**config.mk**
```make
export PLATFORM = sky130hd
export DESIGN_NAME = qpsk_demod_ctrl
export DESIGN_NICKNAME = d
export VERILOG_FILES = /design/src/rtl/qpsk_pkg.sv /design/src/rtl/qpsk_byte_packer.sv /design/src/rtl/qpsk_demod_ctrl.sv
export SDC_FILE = /design/constraint.sdc
export NUM_CORES = 1
export LEC_CHECK = 0
export CORE_MARGIN = 4
export CORE_UTILIZATION = 25
export DETAILED_ROUTE_END_ITERATION = 8
export HOLD_SLACK_MARGIN = 0.08
export PLACE_DENSITY = 0.44
export SYNTH_ARGS = -nofsm -noshare
export SYNTH_HDL_FRONTEND = slang
export SYNTH_HIERARCHICAL = 1
export SYNTH_SLANG_ARGS = --single-unit
```
**constraint.sdc**
```tcl
create_clock -name CLOCK_256 -period 4.85 [get_ports CLOCK_256]
set_clock_uncertainty 0.15 [all_clocks]
set_input_delay 0.485 -clock CLOCK_256 [delete_from_list [all_inputs] [get_ports CLOCK_256]]
set_output_delay 0.485 -clock CLOCK_256 [all_outputs]
set_load 0.01 [all_outputs]
```
**src/rtl/qpsk_pkg.sv**
```systemverilog
// rtl/qpsk_pkg.sv - shared types and constellation constants for the QPSK demod controller
package qpsk_pkg;

    typedef enum logic [1:0] {
        IDLE   = 2'd0,
        HUNT   = 2'd1,
        LOCKED = 2'd2
    } qpsk_state_t;

    typedef logic [1:0] dibit_t;

    localparam logic [7:0] DEFAULT_SYNC = 8'hA5;

    // Constellation point per dibit, indexed by the dibit value.
    // 00: I=01 Q=00, 01: I=00 Q=01, 10: I=00 Q=11, 11: I=11 Q=00
    localparam logic [3:0][1:0] SYM_I = {2'b11, 2'b00, 2'b00, 2'b01};
    localparam logic [3:0][1:0] SYM_Q = {2'b00, 2'b11, 2'b01, 2'b00};

endpackage

```
**src/rtl/qpsk_byte_packer.sv**
```systemverilog
// rtl/qpsk_byte_packer.sv - packs dibits into bytes and holds the valid/ready output register
module qpsk_byte_packer
    import qpsk_pkg::*;
(
    input  logic       clk,
    input  logic       resetn,
    input  logic       i_flush,
    input  logic       i_idle,
    input  logic       i_shift,
    input  dibit_t     i_dibit,
    input  logic       i_out_ready,
    output logic       o_byte_done,
    output logic [7:0] o_data,
    output logic       o_valid,
    output logic       o_overflow
);

    // Only the three oldest dibits need storing; the fourth arrives with the completion.
    logic [5:0] r_pack;
    logic [1:0] r_dibit_cnt;
    logic [7:0] w_byte;

    assign o_byte_done = i_shift && (r_dibit_cnt == 2'd3);
    assign w_byte      = {r_pack, i_dibit};

    // Dibit shift register and position counter; a flush discards any partial byte.
    always_ff @(posedge clk) begin
        if (!resetn || i_flush) begin
            r_pack      <= '0;
            r_dibit_cnt <= '0;
        end else if (i_shift) begin
            r_pack      <= {r_pack[3:0], i_dibit};
            r_dibit_cnt <= r_dibit_cnt + 2'd1;
        end
    end

    // Output register: load when empty or being drained this cycle, otherwise drop and flag.
    always_ff @(posedge clk) begin
        if (!resetn) begin
            o_data     <= '0;
            o_valid    <= 1'b0;
            o_overflow <= 1'b0;
        end else if (i_idle) begin
            o_valid    <= 1'b0;
            o_overflow <= 1'b0;
        end else if (o_byte_done) begin
            if (!o_valid || i_out_ready) begin
                o_data  <= w_byte;
                o_valid <= 1'b1;
            end else begin
                o_overflow <= 1'b1;
            end
        end else if (o_valid && i_out_ready) begin
            o_valid <= 1'b0;
        end
    end

endmodule

```
**src/rtl/qpsk_demod_ctrl.sv**
```systemverilog
// rtl/qpsk_demod_ctrl.sv - symbol decimation, sync hunt and frame sequencing around QPSK_demod
module qpsk_demod_ctrl
    import qpsk_pkg::*;
#(
    parameter int         SPS          = 8,
    parameter int         SAMPLE_PHASE = 3,
    parameter int         DEMOD_LAT    = 1,
    parameter logic [7:0] SYNC_WORD    = DEFAULT_SYNC,
    parameter int         FRAME_BYTES  = 4
) (
    input  logic       CLOCK_256,
    input  logic       reset,
    input  logic       enable,
    input  logic [1:0] I_in,
    input  logic [1:0] Q_in,
    output logic [1:0] I,
    output logic [1:0] Q,
    input  logic [3:0] demod_bits,
    output logic       sym_strobe,
    output logic [7:0] out_data,
    output logic       out_valid,
    input  logic       out_ready,
    output logic       locked,
    output logic       overflow
);

    localparam int            CW        = $clog2(SPS);
    localparam int            BW        = $clog2(FRAME_BYTES + 1);
    localparam logic [CW-1:0] SYM_LAST  = CW'(SPS - 1);
    localparam logic [CW-1:0] PHASE     = CW'(SAMPLE_PHASE);
    localparam logic [BW-1:0] BYTE_LAST = BW'(FRAME_BYTES - 1);

    qpsk_state_t          r_state;
    logic [CW-1:0]        r_sym_cnt;
    logic [DEMOD_LAT-1:0] r_dly;
    logic [5:0]           r_win;
    logic [BW-1:0]        r_byte_cnt;

    logic       w_dibit_valid;
    dibit_t     w_dibit;
    logic [7:0] w_win_next;
    logic       w_match;
    logic       w_shift;
    logic       w_flush;
    logic       w_idle;
    logic       w_byte_done;
    logic       w_unused_bits;

    assign w_dibit_valid = r_dly[DEMOD_LAT-1];
    assign w_dibit       = demod_bits[1:0];
    assign w_unused_bits = ^demod_bits[3:2];
    assign w_win_next    = {r_win, w_dibit};
    assign w_match       = (r_state == HUNT) && w_dibit_valid && (w_win_next == SYNC_WORD);
    assign w_shift       = enable && (r_state == LOCKED) && w_dibit_valid;
    assign w_idle        = !enable || (r_state == IDLE);
    assign w_flush       = w_idle || w_match;

    qpsk_byte_packer u_packer (
        .clk         (CLOCK_256),
        .resetn      (reset),
        .i_flush     (w_flush),
        .i_idle      (w_idle),
        .i_shift     (w_shift),
        .i_dibit     (w_dibit),
        .i_out_ready (out_ready),
        .o_byte_done (w_byte_done),
        .o_data      (out_data),
        .o_valid     (out_valid),
        .o_overflow  (overflow)
    );

    // Control FSM with symbol counter, I/Q capture and the demod latency delay line.
    always_ff @(posedge CLOCK_256) begin
        if (!reset) begin
            r_state    <= IDLE;
            r_sym_cnt  <= '0;
            r_dly      <= '0;
            r_win      <= '0;
            r_byte_cnt <= '0;
            I          <= '0;
            Q          <= '0;
            sym_strobe <= 1'b0;
            locked     <= 1'b0;
        end else if (!enable) begin
            // I/Q deliberately held; everything in flight is dropped.
            r_state    <= IDLE;
            r_sym_cnt  <= '0;
            r_dly      <= '0;
            r_win      <= '0;
            r_byte_cnt <= '0;
            sym_strobe <= 1'b0;
            locked     <= 1'b0;
        end else if (r_state == IDLE) begin
            r_state    <= HUNT;
            r_sym_cnt  <= '0;
            r_dly      <= '0;
            sym_strobe <= 1'b0;
        end else begin
            r_sym_cnt  <= (r_sym_cnt == SYM_LAST) ? '0 : r_sym_cnt + CW'(1);
            sym_strobe <= (r_sym_cnt == PHASE);
            if (r_sym_cnt == PHASE) begin
                I <= I_in;
                Q <= Q_in;
            end
            r_dly[0] <= sym_strobe;
            for (int k = 1; k < DEMOD_LAT; k++) begin
                r_dly[k] <= r_dly[k-1];
            end

            if (r_state == HUNT) begin
                if (w_dibit_valid) begin
                    if (w_match) begin
                        r_state    <= LOCKED;
                        locked     <= 1'b1;
                        r_win      <= '0;
                        r_byte_cnt <= '0;
                    end else begin
                        r_win <= w_win_next[5:0];
                    end
                end
            end else if (w_byte_done) begin
                if (r_byte_cnt == BYTE_LAST) begin
                    r_state    <= HUNT;
                    locked     <= 1'b0;
                    r_byte_cnt <= '0;
                end else begin
                    r_byte_cnt <= r_byte_cnt + BW'(1);
                end
            end
        end
    end

endmodule
```
==> flow_results.xml <==
<?xml version="1.0" encoding="UTF-8"?>
<metrics>
  <group name="final_layout">
    <metric name="finish.cell_count_without_fillers" unit="">274</metric>
    <metric name="layout_cells_sized_above_1" unit="">0.0754</metric>
    <metric name="nFillCells" unit="">648</metric>
    <metric name="multi_input_comb_area" unit="sq um">737</metric>
    <metric name="stdcell_area" unit="sq um">2010</metric>
    <metric name="areaGrowthSynthToFinish" unit="%">27.6</metric>
    <metric name="final-seq-area" unit="sq um">781</metric>
    <metric name="finalCoreUtilization" unit="">0.333</metric>
    <metric name="n_antenna_cell" unit="">0</metric>
    <metric name="nNetsFinal" unit="">215</metric>
  </group>
  <group name="cts">
    <metric name="cts_root_buffer" unit="">sky130_fd_sc_hd__clkbuf_8</metric>
    <metric name="cts.clk_slew.worst_paths" unit="ns">0.07</metric>
    <metric name="cts_tree" unit="">yes</metric>
    <metric name="hold_buffers" unit="">0</metric>
    <metric name="cts-htree-levels" unit="">2</metric>
    <metric name="clock_buffer_depth" unit="">2</metric>
    <metric name="worstSkewPairLatency" unit="ns">0.29</metric>
    <metric name="cts.sinks" unit="">39</metric>
    <metric name="cts_repair_resize_count" unit="">0</metric>
    <metric name="cts_buffers" unit="">5</metric>
    <metric name="cts_post_setup_buffers_inserted" unit="">0</metric>
  </group>
  <group name="hold_path">
    <metric name="worstHoldPathType" unit="">flop to flop</metric>
    <metric name="hold_start" unit="">r_sym_cnt[0]</metric>
  </group>
  <group name="timing">
    <metric name="fin_crit_sh" unit="">0.501</metric>
    <metric name="totalNegativeSetupSlack" unit="ns">0</metric>
    <metric name="worst_slew_pin_slew" unit="ns">0.637</metric>
    <metric name="timing.max_slew.rel_slack" unit="">0.575</metric>
    <metric name="whs" unit="ns">0.279</metric>
    <metric name="period_needed" unit="ns">2.43</metric>
    <metric name="slew_violations" unit="">0</metric>
    <metric name="timing.fmax" unit="MHz">412</metric>
    <metric name="rsz_0062_raised_after_global_routing" unit="">no</metric>
    <metric name="final.setup.worst_slack" unit="ns">2.42</metric>
    <metric name="report.final.setup_viol" unit="">0</metric>
    <metric name="timing.final.hold_violations" unit="">0</metric>
  </group>
  <group name="synthesis">
    <metric name="synth.yosys.seq_area_share" unit="">0.496</metric>
    <metric name="syn_area_per_cell" unit="sq um">9.11</metric>
    <metric name="post_synth_instance_area" unit="sq um">1580</metric>
    <metric name="post-synth-top-area-fraction" unit="">0.496</metric>
    <metric name="synth_area_leader_cell" unit="">sky130_fd_sc_hd__dfxtp_1</metric>
    <metric name="fraction_of_registers_with_async_set_reset" unit="">0</metric>
    <metric name="synth_warn" unit="">6</metric>
    <metric name="postSynthCellCount" unit="">173</metric>
    <metric name="synth_edf_count" unit="">0</metric>
    <metric name="synth.net_count" unit="">190</metric>
    <metric name="synth-main-ff-cell" unit="">sky130_fd_sc_hd__dfxtp_1</metric>
    <metric name="synth.ff_latch_count" unit="">39</metric>
    <metric name="ys_top_cells_by_area" unit="">sky130_fd_sc_hd__dfxtp_1 (50%), sky130_fd_sc_hd__mux2i_1 (10%), sky130_fd_sc_hd__nand2_1 (7.1%)</metric>
    <metric name="synth.distinct_cells" unit="">36</metric>
  </group>
  <group name="pwr">
    <metric name="leakagePower" unit="nW">0.673</metric>
    <metric name="vdd.ir_drop.worst" unit="mV">0.119</metric>
    <metric name="power-per-cell-area" unit="nW/um^2">310</metric>
    <metric name="total_power" unit="mW">0.622</metric>
  </group>
  <group name="global_route">
    <metric name="pin_count_of_the_biggest_net_entering_global_routing" unit="">30</metric>
    <metric name="grt_pass1_vias" unit="">1142</metric>
    <metric name="grt_first_pass_wirelength" unit="microns">5290</metric>
    <metric name="antenna_violations_before_repair" unit="">0</metric>
    <metric name="grtUsageTotal" unit="">0.0898</metric>
    <metric name="gr-total-overflow" unit="">0</metric>
  </group>
  <group name="placement">
    <metric name="dp.cells" unit="">266</metric>
    <metric name="dpl_worst_slack" unit="ns">2.09</metric>
    <metric name="detailed_place.area" unit="sq um">1890</metric>
    <metric name="place.detailed.hpwl" unit="microns">2240</metric>
    <metric name="buffer_ports.inserted" unit="">25</metric>
    <metric name="place_congestion" unit="">0.661</metric>
  </group>
  <group name="floorplan">
    <metric name="fp.dieH" unit="microns">87.4</metric>
    <metric name="ios" unit="">28</metric>
    <metric name="die_area" unit="sq um">7640</metric>
    <metric name="core" unit="sq um">6030</metric>
    <metric name="rows" unit="">28</metric>
    <metric name="die_w" unit="microns">87.4</metric>
    <metric name="floorplan.initialDensity" unit="">0.261</metric>
  </group>
  <group name="route">
    <metric name="post_drt_wl_per_cell" unit="microns">11.7</metric>
    <metric name="avgViaCountPerCell" unit="">4.44</metric>
    <metric name="drc" unit="">0</metric>
    <metric name="antenna_left" unit="">0</metric>
    <metric name="dr_total_vias" unit="">1216</metric>
    <metric name="drt_pass1_iterations" unit="">4</metric>
    <metric name="finalWirelength" unit="microns">3210</metric>
    <metric name="drt_iter0_markers" unit="">48</metric>
  </group>
  <group name="worst_setup_path">
    <metric name="worst_path_maximum_fanout" unit="">11</metric>
    <metric name="startpoint_of_the_worst_setup_timing_path" unit="">enable</metric>
    <metric name="timing_worst_setup_path_type" unit="">input pin to flop</metric>
    <metric name="worstReg2RegStart" unit="">r_state[1]</metric>
    <metric name="timing.critical_path.max_delay_family" unit="">simple AND/OR/NAND/NOR gates</metric>
    <metric name="arrival" unit="ns">2.50</metric>
    <metric name="cp-end-kind" unit="">flop</metric>
    <metric name="crit_path_start_kind" unit="">input pin</metric>
    <metric name="critical_path.slowest_cell" unit="">sky130_fd_sc_hd__and3_1</metric>
    <metric name="required_time_of_the_critical_path" unit="ns">4.92</metric>
    <metric name="critical_path.n_buffers_inverters" unit="">1</metric>
    <metric name="crit_path_cell_trace" unit="">clkdlybuf4s50_1, and3_1, nand2_2, nor3_4, mux2i_1</metric>
    <metric name="worst_path_largest_cell_delay" unit="ns">0.59</metric>
  </group>
  <group name="status">
    <metric name="status" unit="">complete, no violations</metric>
  </group>
  <group name="job">
    <metric name="drv_cap" unit="">0</metric>
  </group>
</metrics>
logic make-up after synthesis:
group,synth area share
AND/OR/NAND/NOR,0.244
multiplexers,0.102
adder cells (fa/ha/maj),0.0397
flip-flops,0.496
XOR/XNOR,0.00556
buffers and inverters,0.0365
AO/OA/AOI/OAI,0.0771
cell usage in the layout (no fill, tap or decap), drive strengths merged, types with 3 or more instances in the layout:
cell | synthesis | layout
dfxtp | 39 | 39
nand2 | 31 | 31
clkdlybuf4s50 | 0 | 25
nor2 | 18 | 18
mux2i | 16 | 16
nand3 | 10 | 10
o21ai | 7 | 7
a21oi | 7 | 7
inv | 6 | 6
clkbuf | 3 | 6
ha | 5 | 5
nand2b | 4 | 4
nor3 | 3 | 3
routing by layer:
metal / part of all wire / global-route usage / vias to the layer above
met2: 0.41 / 0.135 / 28
met4: 0.016 / 0.0460 / 0
met5: 0 / 0 / -
met3: 0.079 / 0.0388 / 6
met1: 0.50 / 0.108 / 550
li1: - / - / 632
flip-flops by register name, indices dropped and copies added (netlist names):
name and cells:
r_win 6, u_packer/o_overflow 1, r_dly 1, locked 1, u_packer/o_data 8, u_packer/r_pack 6
Q 2, sym_strobe 1, r_byte_cnt 3, r_state 2, u_packer/r_dibit_cnt 2, r_sym_cnt 3
I 2, u_packer/o_valid 1
synthesized netlist by cell type (all sizes together), types with 2 or more instances:
library cell  instances
clkbuf                3
nor3                  3
nor2                 18
nand3                10
buf                   5
inv                   6
ha                    5
nand3b                2
mux2i                16
a21oi                 7
nand2                31
dfxtp                39
nand2b                4
o21ai                 7
or3                   2
cell type report:
type,instances,share of cell area
clock buffers,6,0.0411
clock inverters,2,0.0174
inverters,6,0.0112
multi-input cells,120,0.367
flip-flops and latches,39,0.389
well taps,75,0.0467
repair buffers,26,0.128
worst paths after layout:
path / slack, ns / cells past startpoint / end
max: 2.42 / 5 / u_packer/o_data[4]
min: 0.28 / 1 / r_sym_cnt[0]
max reg2reg: 2.45 / 6 / u_packer/o_data[4]
min reg2reg: 0.28 / 1 / r_sym_cnt[0]
report_power, final:
part,leakage [nW],internal [mW],switching (mW)
Clock,0.0612,0.167,0.115
Combinational,0.298,0.00892,0.00997
Sequential,0.314,0.321,0.000800
No activity file was read; power rests on OpenSTA's default activity.
